`src/rtl/mcpu_pkg.sv`:
```
// +----------------------------------------------------------------------+
// | mcpu_pkg : shared opcode, state and control-field codes for mcpu_ctrl |
// | Optional: MCPU_BNE_EN adds the bne opcode. Rev 1.0                    |
// +----------------------------------------------------------------------+
`default_nettype none

package mcpu_pkg;

  localparam logic [5:0] OP_RTYPE = 6'b000000;
  localparam logic [5:0] OP_LW    = 6'b100011;
  localparam logic [5:0] OP_SW    = 6'b101011;
  localparam logic [5:0] OP_ORI   = 6'b001101;
  localparam logic [5:0] OP_ADDI  = 6'b001000;
  localparam logic [5:0] OP_LUI   = 6'b001111;
  localparam logic [5:0] OP_BEQ   = 6'b000100;
  localparam logic [5:0] OP_J     = 6'b000010;
  localparam logic [5:0] OP_JAL   = 6'b000011;
`ifdef MCPU_BNE_EN
  localparam logic [5:0] OP_BNE   = 6'b000101;
`endif

  typedef enum logic [3:0] {
    ST_IDLE     = 4'd0,
    ST_FETCH    = 4'd1,
    ST_DECODE   = 4'd2,
    ST_MEM_ADDR = 4'd3,
    ST_MEM_RD   = 4'd4,
    ST_MEM_WB   = 4'd5,
    ST_MEM_WR   = 4'd6,
    ST_R_EXEC   = 4'd7,
    ST_R_WB     = 4'd8,
    ST_I_EXEC   = 4'd9,
    ST_I_WB     = 4'd10,
    ST_BRANCH   = 4'd11,
    ST_JUMP     = 4'd12,
    ST_ERR      = 4'd13
  } state_e;

  localparam logic [2:0] ALU_ADD   = 3'b000;
  localparam logic [2:0] ALU_SUB   = 3'b001;
  localparam logic [2:0] ALU_FUNCT = 3'b010;
  localparam logic [2:0] ALU_OR    = 3'b011;
  localparam logic [2:0] ALU_PASSB = 3'b100;

  localparam logic [1:0] EXT_ZERO = 2'b00;
  localparam logic [1:0] EXT_SIGN = 2'b01;
  localparam logic [1:0] EXT_LUI  = 2'b10;

  localparam logic [1:0] PCS_ALU    = 2'b00;
  localparam logic [1:0] PCS_ALUOUT = 2'b01;
  localparam logic [1:0] PCS_JUMP   = 2'b10;

  localparam logic [1:0] M2R_ALUOUT = 2'b00;
  localparam logic [1:0] M2R_MDR    = 2'b01;
  localparam logic [1:0] M2R_PC     = 2'b10;

  localparam logic [1:0] DST_RD  = 2'b00;
  localparam logic [1:0] DST_RT  = 2'b01;
  localparam logic [1:0] DST_R31 = 2'b10;

  localparam logic [1:0] SRCB_B     = 2'b00;
  localparam logic [1:0] SRCB_FOUR  = 2'b01;
  localparam logic [1:0] SRCB_IMM   = 2'b10;
  localparam logic [1:0] SRCB_IMMSH = 2'b11;

endpackage

`default_nettype wire

```
`src/rtl/mcpu_wait_timer.sv`:
```
// +----------------------------------------------------------------------+
// | mcpu_wait_timer : memory-wait counter, expired at all-ones. Rev 1.0   |
// +----------------------------------------------------------------------+
`default_nettype none

module mcpu_wait_timer #(
  parameter int WAIT_W = 4
) (
  input  logic clk,
  input  logic rst,
  input  logic clr_i,
  input  logic en_i,
  output logic expired_o
);

  logic [WAIT_W-1:0] cnt_q, cnt_d;

  always_comb begin
    cnt_d = cnt_q;
    if (clr_i)     cnt_d = '0;
    else if (en_i) cnt_d = cnt_q + WAIT_W'(1);
  end

  always_ff @(posedge clk or posedge rst) begin
    if (rst) cnt_q <= '0;
    else     cnt_q <= cnt_d;
  end

  assign expired_o = &cnt_q;

endmodule

`default_nettype wire

```
`src/rtl/mcpu_ctrl.sv`:
```
// +----------------------------------------------------------------------+
// | mcpu_ctrl : multi-cycle MIPS control FSM with memory wait/timeout     |
// | Optional: MCPU_BNE_EN adds bne decode and branch_ne_o. Rev 1.0        |
// +----------------------------------------------------------------------+
`default_nettype none

module mcpu_ctrl import mcpu_pkg::*; #(
  parameter int WAIT_W  = 4,
  parameter int ALUOP_W = 3
) (
  input  logic               clk,
  input  logic               rst,
  input  logic [5:0]         opcode_i,
  input  logic               mem_ready_i,
  output logic               pc_write_o,
  output logic               pc_write_cond_o,
  output logic [1:0]         pc_source_o,
  output logic               iord_o,
  output logic               mem_read_o,
  output logic               mem_write_o,
  output logic               ir_write_o,
  output logic               reg_write_o,
  output logic [1:0]         reg_dst_o,
  output logic [1:0]         mem_to_reg_o,
  output logic               alu_src_a_o,
  output logic [1:0]         alu_src_b_o,
  output logic [ALUOP_W-1:0] alu_op_o,
  output logic [1:0]         ext_op_o,
  output logic               illegal_o,
`ifdef MCPU_BNE_EN
  output logic               branch_ne_o,
`endif
  output logic               err_o
);

  state_e     state_q, state_d;
  logic [5:0] op_q, op_d;
  logic [2:0] alu_op_c;
  logic       wait_st, expired;

  assign wait_st = (state_q == ST_FETCH) || (state_q == ST_MEM_RD) || (state_q == ST_MEM_WR);

  // Counter sits at zero outside wait states, so every entry starts fresh.
  mcpu_wait_timer #(.WAIT_W(WAIT_W)) u_wait_timer (
    .clk       (clk),
    .rst       (rst),
    .clr_i     (!wait_st || mem_ready_i),
    .en_i      (wait_st && !mem_ready_i),
    .expired_o (expired)
  );

  assign op_d     = (state_q == ST_DECODE) ? opcode_i : op_q;
  assign alu_op_o = ALUOP_W'(alu_op_c);

  always_ff @(posedge clk or posedge rst) begin
    if (rst) begin
      state_q <= ST_IDLE;
      op_q    <= '0;
    end else begin
      state_q <= state_d;
      op_q    <= op_d;
    end
  end

  always_comb begin
    state_d         = state_q;
    pc_write_o      = 1'b0;
    pc_write_cond_o = 1'b0;
    pc_source_o     = PCS_ALU;
    iord_o          = 1'b0;
    mem_read_o      = 1'b0;
    mem_write_o     = 1'b0;
    ir_write_o      = 1'b0;
    reg_write_o     = 1'b0;
    reg_dst_o       = DST_RD;
    mem_to_reg_o    = M2R_ALUOUT;
    alu_src_a_o     = 1'b0;
    alu_src_b_o     = SRCB_B;
    alu_op_c        = ALU_ADD;
    ext_op_o        = EXT_ZERO;
    illegal_o       = 1'b0;
    err_o           = 1'b0;
`ifdef MCPU_BNE_EN
    branch_ne_o     = 1'b0;
`endif
    case (state_q)
      ST_IDLE: state_d = ST_FETCH;
      ST_FETCH: begin
        mem_read_o  = 1'b1;
        alu_src_b_o = SRCB_FOUR;
        if (mem_ready_i) begin
          ir_write_o = 1'b1;
          pc_write_o = 1'b1;
          state_d    = ST_DECODE;
        end else if (expired) begin
          state_d = ST_ERR;
        end
      end
      ST_DECODE: begin
        alu_src_b_o = SRCB_IMMSH;
        ext_op_o    = EXT_SIGN;
        case (opcode_i)
          OP_RTYPE:              state_d = ST_R_EXEC;
          OP_LW, OP_SW:          state_d = ST_MEM_ADDR;
          OP_ORI, OP_ADDI, OP_LUI: state_d = ST_I_EXEC;
          OP_BEQ:                state_d = ST_BRANCH;
`ifdef MCPU_BNE_EN
          OP_BNE:                state_d = ST_BRANCH;
`endif
          OP_J, OP_JAL:          state_d = ST_JUMP;
          default: begin
            illegal_o = 1'b1;
            state_d   = ST_FETCH;
          end
        endcase
      end
      ST_MEM_ADDR: begin
        alu_src_a_o = 1'b1;
        alu_src_b_o = SRCB_IMM;
        ext_op_o    = EXT_SIGN;
        state_d     = (op_q == OP_LW) ? ST_MEM_RD : ST_MEM_WR;
      end
      ST_MEM_RD: begin
        mem_read_o = 1'b1;
        iord_o     = 1'b1;
        if (mem_ready_i) state_d = ST_MEM_WB;
        else if (expired) state_d = ST_ERR;
      end
      ST_MEM_WB: begin
        reg_write_o  = 1'b1;
        reg_dst_o    = DST_RT;
        mem_to_reg_o = M2R_MDR;
        state_d      = ST_FETCH;
      end
      ST_MEM_WR: begin
        mem_write_o = 1'b1;
        iord_o      = 1'b1;
        if (mem_ready_i) state_d = ST_FETCH;
        else if (expired) state_d = ST_ERR;
      end
      ST_R_EXEC: begin
        alu_src_a_o = 1'b1;
        alu_op_c    = ALU_FUNCT;
        state_d     = ST_R_WB;
      end
      ST_R_WB: begin
        reg_write_o = 1'b1;
        state_d     = ST_FETCH;
      end
      ST_I_EXEC: begin
        alu_src_a_o = 1'b1;
        alu_src_b_o = SRCB_IMM;
        case (op_q)
          OP_ORI: begin alu_op_c = ALU_OR;    ext_op_o = EXT_ZERO; end
          OP_LUI: begin alu_op_c = ALU_PASSB; ext_op_o = EXT_LUI;  end
          default: begin alu_op_c = ALU_ADD;  ext_op_o = EXT_SIGN; end
        endcase
        state_d = ST_I_WB;
      end
      ST_I_WB: begin
        reg_write_o = 1'b1;
        reg_dst_o   = DST_RT;
        state_d     = ST_FETCH;
      end
      ST_BRANCH: begin
        alu_src_a_o     = 1'b1;
        alu_op_c        = ALU_SUB;
        pc_write_cond_o = 1'b1;
        pc_source_o     = PCS_ALUOUT;
`ifdef MCPU_BNE_EN
        branch_ne_o     = (op_q == OP_BNE);
`endif
        state_d         = ST_FETCH;
      end
      ST_JUMP: begin
        pc_write_o  = 1'b1;
        pc_source_o = PCS_JUMP;
        // PC was already advanced in FETCH, so it is the link value for jal.
        if (op_q == OP_JAL) begin
          reg_write_o  = 1'b1;
          reg_dst_o    = DST_R31;
          mem_to_reg_o = M2R_PC;
        end
        state_d = ST_FETCH;
      end
      ST_ERR: err_o = 1'b1;
      default: state_d = ST_IDLE;
    endcase
  end

endmodule

`default_nettype wire
```
`config.mk`:
```
export PLATFORM = sky130hd
export DESIGN_NAME = mcpu_ctrl
export DESIGN_NICKNAME = d
export VERILOG_FILES = /design/src/rtl/mcpu_pkg.sv /design/src/rtl/mcpu_wait_timer.sv /design/src/rtl/mcpu_ctrl.sv
export SDC_FILE = /design/constraint.sdc
export NUM_CORES = 1
export LEC_CHECK = 0
export BUFFER_PORTS_ARGS = -buffer_cell sky130_fd_sc_hd__buf_2
export CAP_MARGIN = 20
export CELL_PAD_IN_SITES_DETAIL_PLACEMENT = 0
export CELL_PAD_IN_SITES_GLOBAL_PLACEMENT = 2
export CORE_MARGIN = 2
export CORE_UTILIZATION = 30
export CTS_BUF_LIST = sky130_fd_sc_hd__clkbuf_8
export DETAILED_ROUTE_END_ITERATION = 8
export HOLD_SLACK_MARGIN = 0.05
export PLACE_DENSITY = 0.9
export SYNTH_ARGS = -nofsm -noshare
export SYNTH_HDL_FRONTEND = slang
export SYNTH_HIERARCHICAL = 1
export SYNTH_SLANG_ARGS = --single-unit
```
`constraint.sdc`:
```
create_clock -name clk -period 2.1 [get_ports clk]
set_input_delay 0.21 -clock clk [delete_from_list [all_inputs] [get_ports clk]]
set_output_delay 0.21 -clock clk [all_outputs]
set_load 0.005 [all_outputs]
```
== After elaboration in Yosys (flattened, before gate mapping) ==
Index checks and enable logic that the tools add are counted.
Widths: inputs -> output; s select.

* Add/sub/neg operators: 1
* Equality and inequality tests: 25
* Mux-type cells: 31
* Reduce and logical (&&, ||, !) cells: 22

{| class="wikitable"
|+ Operators by type and width
! cell !! number
|-
| $pmux 4 s9 || 1
|-
| $eq 6x4->1 const B || 5
|-
| $eq 4x4->1 const B || 6
|-
| $mux 4 || 6
|-
| $pmux 2 s2 || 5
|-
| $pmux 4 s5 || 1
|-
| $eq 6x2->1 const B || 3
|-
| $eq 6x6->1 const B || 3
|-
| $eq 4x3->1 const B || 4
|-
| $reduce_or 2->1 || 7
|-
| $mux 1 || 11
|-
| $pmux 3 s3 || 1
|-
| $reduce_or 9->1 || 1
|-
| $eq 4x2->1 const B || 2
|-
| $eq 6x3->1 const B || 1
|-
| $logic_not 6->1 || 1
|-
| $pmux 2 s3 || 1
|-
| $pmux 3 s2 || 1
|-
| $reduce_or 3->1 || 2
|-
| $reduce_or 6->1 || 1
|-
| $add 4x1->4 const B || 1
|-
| $eq 4x1->1 const B || 1
|-
| $logic_not 4->1 || 1
|-
| $mux 2 || 2
|-
| 7 further kinds || 11
|}

* Bits in registers: 14
* Input bits: 9
* Output and inout port bits: 23

== Logic depth before layout (Yosys ltp) ==
* Depth in word-level cells: 6
* Mapped depth: 6
* Mapped depth without buffers: 6

== Cells and area by module ==
The synthesis kept the hierarchy.

{| class="wikitable"
|+ Modules (own cells, without submodules)
! module !! times used !! cells an instance !! area an instance (um^2)
|-
| mcpu_ctrl || 1 || 119 || 894.6
|-
| mcpu_wait_timer || 1 || 18 || 202.7
|}

== Least setup slack after synthesis ==
Ideal clock, no wire load.

* Path kind: reg2reg
* Start point: register state_q[2]
* End point: register u_wait_timer.cnt_q[3]
* Library setup time: 0.125 ns
* Data arrival time: 1.741 ns
* Required time: 1.975 ns
* Slack: 0.234 ns
* Stages on the path, launching flop included: 7
* Buffers on the path: 1
* Cell sequence: dfrtp_1 -> clkbuf_1 -> nor2_1 -> o21ai_0 -> inv_1 -> nand4_1 -> mux2_4

* Longest elaborated chain between the ends: 6

{| class="wikitable"
|+ RTL lines
! item !! RTL line !! RTL
|-
| start, declared || mcpu_ctrl.sv:36 || <nowiki>state_e state_q, state_d;</nowiki>
|-
| start signal, assigned || mcpu_ctrl.sv:60 || <nowiki>state_q <= state_d;</nowiki>
|-
| $eq 4x1->1 or $eq 4x3->1 (tied branches) || mcpu_ctrl.sv:41 || <nowiki>assign wait_st = (state_q == ST_FETCH) || (state_q == ST_MEM_RD) || (state_q == ST_MEM_WR);</nowiki>
|-
| $logic_or 1x1->1 || mcpu_ctrl.sv:41 ||
|-
| $logic_or 1x1->1 (*) || mcpu_ctrl.sv:41 ||
|-
| $logic_not 1->1 || mcpu_ctrl.sv:47 || <nowiki>.clr_i (!wait_st || mem_ready_i),</nowiki>
|-
| $logic_or 1x1->1 || mcpu_ctrl.sv:47 ||
|-
| $mux 4 or $reduce_bool 2->1 (tied branches) || -- ||
|-
| end signal, assigned || mcpu_wait_timer.sv:26 || <nowiki>else cnt_q <= cnt_d;</nowiki>
|-
| end, declared || mcpu_wait_timer.sv:16 || <nowiki>logic [WAIT_W-1:0] cnt_q, cnt_d;</nowiki>
|}

Mark *: on every way between the ends. The rest lies on a longest branch, timed or not.
A chain may end at the register's enable or synchronous reset.

== Final worst setup path ==
* Start point: register state_q[0]
* End point: output port pc_write_o

* Longest elaborated chain between the ends: 2

{| class="wikitable"
|+ RTL lines
! item !! RTL line !! RTL
|-
| $eq 4x4->1 or $eq 4x1->1 (tied branches) || mcpu_ctrl.sv:86 || <nowiki>case (state_q)</nowiki>
|-
| $pmux 1 s2 (*) || mcpu_ctrl.sv:86 ||
|-
| end, declared || mcpu_ctrl.sv:15 || <nowiki>output logic pc_write_o,</nowiki>
|}

Marked as above.

==> metrics.md <==
| Metric | Value |
|---|---|
| HP Class | in2reg |
| Crit-path cells | inv_1 -> or3_1 -> a21oi_1 -> buf_2 |
| Vias in the first global route | 1,071 |
| Antenna violations before repair | 0 |
| Reg2reg start | state_q[2]$_DFFE_PP0N_ |
| Flop2flop setup slack | 0.39 ns |
| Post-route ant nets | 0 |
| Nets | 180 |
| RSZ-0062 raised after global routing | false |
| # DRC | 0 |
| Drt first pass iters | 4 |
| Worst setup SP type | register |
| Fillers | 394 |
| Vias | 1,144 |
| Tot Pwr | 1.62 mW |
| Cells after Synth | 137 |
| DP Worst Slack | 0.319 ns |
| Layout cells sized above 1 | 0.310 |
| H-Tree Depth | 1 |
| Net Count, Synth | 147 |
| Die width | 64.5 um |
| Die height | 64.5 um |
| Final WS setup | 0.171 ns |
| Core ar. | 3420 um2 |
| Io pins | 32 |
| Fmax | 518 MHz |
| Clock Sink Count | 14 |
| Worst slew pin tran | 0.389 ns |
| Register Area | 350 um2 |
| Total negative setup slack | 0 ns |
| RR Endpoint | u_wait_timer/cnt_q[3]$_DFFE_PP0P_ |
| Post-synth EDFFs | 0 |
| Worst Path Buf+Inv | 2 |
| WL per Instance | 13.8 um |
| Area of the multi-input gates | 688 um2 |
| Worst skew pair latency | 0.24 ns |
| Total Wirelength | 2950 um |
| Register area share after synthesis | 0.319 |
| Critical Path Max Stage Delay | 0.57 ns |
| Setup violators final | 0 |
| Die area | 4160 um2 |
| Fin Hold WS | 0.274 ns |
| Synth Register Bits | 14 |
| Post-synthesis cell area | 1100 um2 |
| Max-slew violations | 0 |
| All-Layer GR Usage | 0.151 |
| First-pass GRT wire length | 5000 um |
| Setup bufs post-CTS | 0 |
| Top FF cell, synth | dfrtp_1 |
| Max FO, Critical Path | 13 |
| Clock buffer depth | 2 |
| Worst hold path startpoint | opcode_i[3] |
| Worst path required time | 1.89 ns |
| Post-synthesis async set-or-reset flop share | 1.00 |
| Status | finished, final reports clean |
| Slowest cell on crit path | dfrtp_1 |
| Leak | 0.639 nW |
| Worst R2R Path Depth | 6 |
| Most common cell after layout, fill and taps aside | buf_2 |
| Hold EP | op_q[3]$_DFFE_PP0P_ |
| Maximum VDD drop | 607 uV |
| Post-layout util | 0.399 |
| Final hold violation count | 0 |
| Initial cell density of the core | 0.321 |
| # rows | 21 |
| Tcrit/Tclk final | 0.919 |
| Mean post-synth cell area | 8.01 um2 |
| Power per Cell Area | 1190 nW/um2 |
| YS warnings | 6 |
| CTS buffer count | 3 |
| P&R area growth vs syn | 24.2% |
| Via density | 5.35 |
| CP delay by family, top | flip-flops |
| TritonCTS clock tree | yes |
| Commonest non-fill, non-tap cells in the layout | 31 x buf_2, 20 x nor2_1, 14 x dfrtp_1 |
| GPL Wtd Cong | 0.771 |
| Slew margin rel. | 0.740 |
| Hold Path Depth | 2 |
| Total gr overflow | 0 |
| DRT iter0 DRCs | 73 |
| Clock transition at the registers of the reported paths | 0.06 ns |
| Max cap viols | 0 |
| CP arrival | 1.72 ns |
| Port bufs | 31 |
| Ant diodes | 0 |
| Clock skew | 0.00209 ns |
| Post-DP HPWL | 2320 um |
| Crit path kind | reg2out |
| Yosys cell types | 45 |
| Period minus WS final | 1.93 ns |
| Root buf cell | clkbuf_8 |
| Largest net degree at the start of global routing | 20 |
| Crit. End Element | output port |
-- kinds of logic (layout without fill, tap and decap cells) --
logic type | count (synthesis) | in the layout | share of synthesized area
AOI/OAI and AO/OA | 34 | 34 | 0.212
xor gates and xnor gates | 2 | 2 | 0.0160
adders and majority gates | 1 | 1 | 0.0114
buffers and inverters | 15 | 46 | 0.0638
DFF | 14 | 14 | 0.319
muxes | 8 | 8 | 0.0844
and+or+nand+nor | 63 | 63 | 0.293
-- what timing repair did --
item	4_1_cts	5_1_grt
endpoints found under the hold margin	14	0
setup endpoints to repair	0	2
gates resized for setup	0	3
hold buffers	1	0
-- power by group --
part           switching [mW]  internal, mW
clock network          0.0868         0.127
logic                   0.513         0.416
registers               0.114         0.368
-- sequential cells by signal, indices dropped and copies added, names as in the netlist --
signal              cells
op_q                    6
state_q                 4
u_wait_timer/cnt_q      4
-- cells in the mapped netlist, types with 2 or more instances --
master    count  area share
a31oi_1       4       0.023
nor2_1       20       0.068
mux2_2        6       0.062
and3_1        3       0.017
inv_1         6       0.021
o22ai_1       3       0.017
a21oi_1      10       0.046
xnor2_1       2       0.016
nor3_1        6       0.027
o21ai_0       5       0.023
nand4b_1      2       0.016
a21bo_2       2       0.018
nand4_1       2       0.011
nand2b_1      6       0.034
nand2_1      11       0.038
dfrtp_1      14        0.32
nor2b_1       3       0.017
clkbuf_1      5       0.017
-- worst register-to-register path, cell delays in order, from the launching register on --
cell     delay (ns)
dfrtp_1        0.42
inv_1          0.13
nor2_1         0.24
o21ai_0        0.16
inv_1          0.17
nand4_1        0.15
mux2_4         0.32
-- stage by stage --
stage,cells,area [um2]
after detailed placement,210,1300
after floorplan,137,1100
after global routing,214,1360
final,214,1360
after CTS,214,1350
after global placement,210,1300
-- metal layers --
| layer | track usage | routed length (um) |
|---|---|---|
| met1 | 0.192 | 1350 |
| met2 | 0.259 | 1430 |
| met3 | 0.0243 | 123 |
| met4 | 0.0505 | 47 |
| met5 | 0 | 0 |
-- worst max-delay path by stage --
stage,start,endpoint,slack (ns),depth (start not counted)
6_report,state_q[0]$_DFFE_PP0N_,pc_write_o,0.17,4
5_1_grt,state_q[0]$_DFFE_PP0N_,pc_write_o,0.05,4
2_1_floorplan,state_q[2]$_DFFE_PP0N_,u_wait_timer/cnt_q[3]$_DFFE_PP0P_,0.23,6
3_5_place_dp,state_q[2]$_DFFE_PP0N_,illegal_o,0.32,5
4_1_cts,state_q[2]$_DFFE_PP0N_,illegal_o,0.06,5
3_3_place_gp,state_q[2]$_DFFE_PP0N_,illegal_o,0.36,5
-- cell type report --
type	instances	area share
Multi-Input combinational cell	108	0.505
Inverter	6	0.0165
Timing Repair Buffer	37	0.149
Tap cell	46	0.0422
Clock buffer	3	0.0303
Sequential cell	14	0.257
Note: power is estimated with default switching activity, not from simulation.
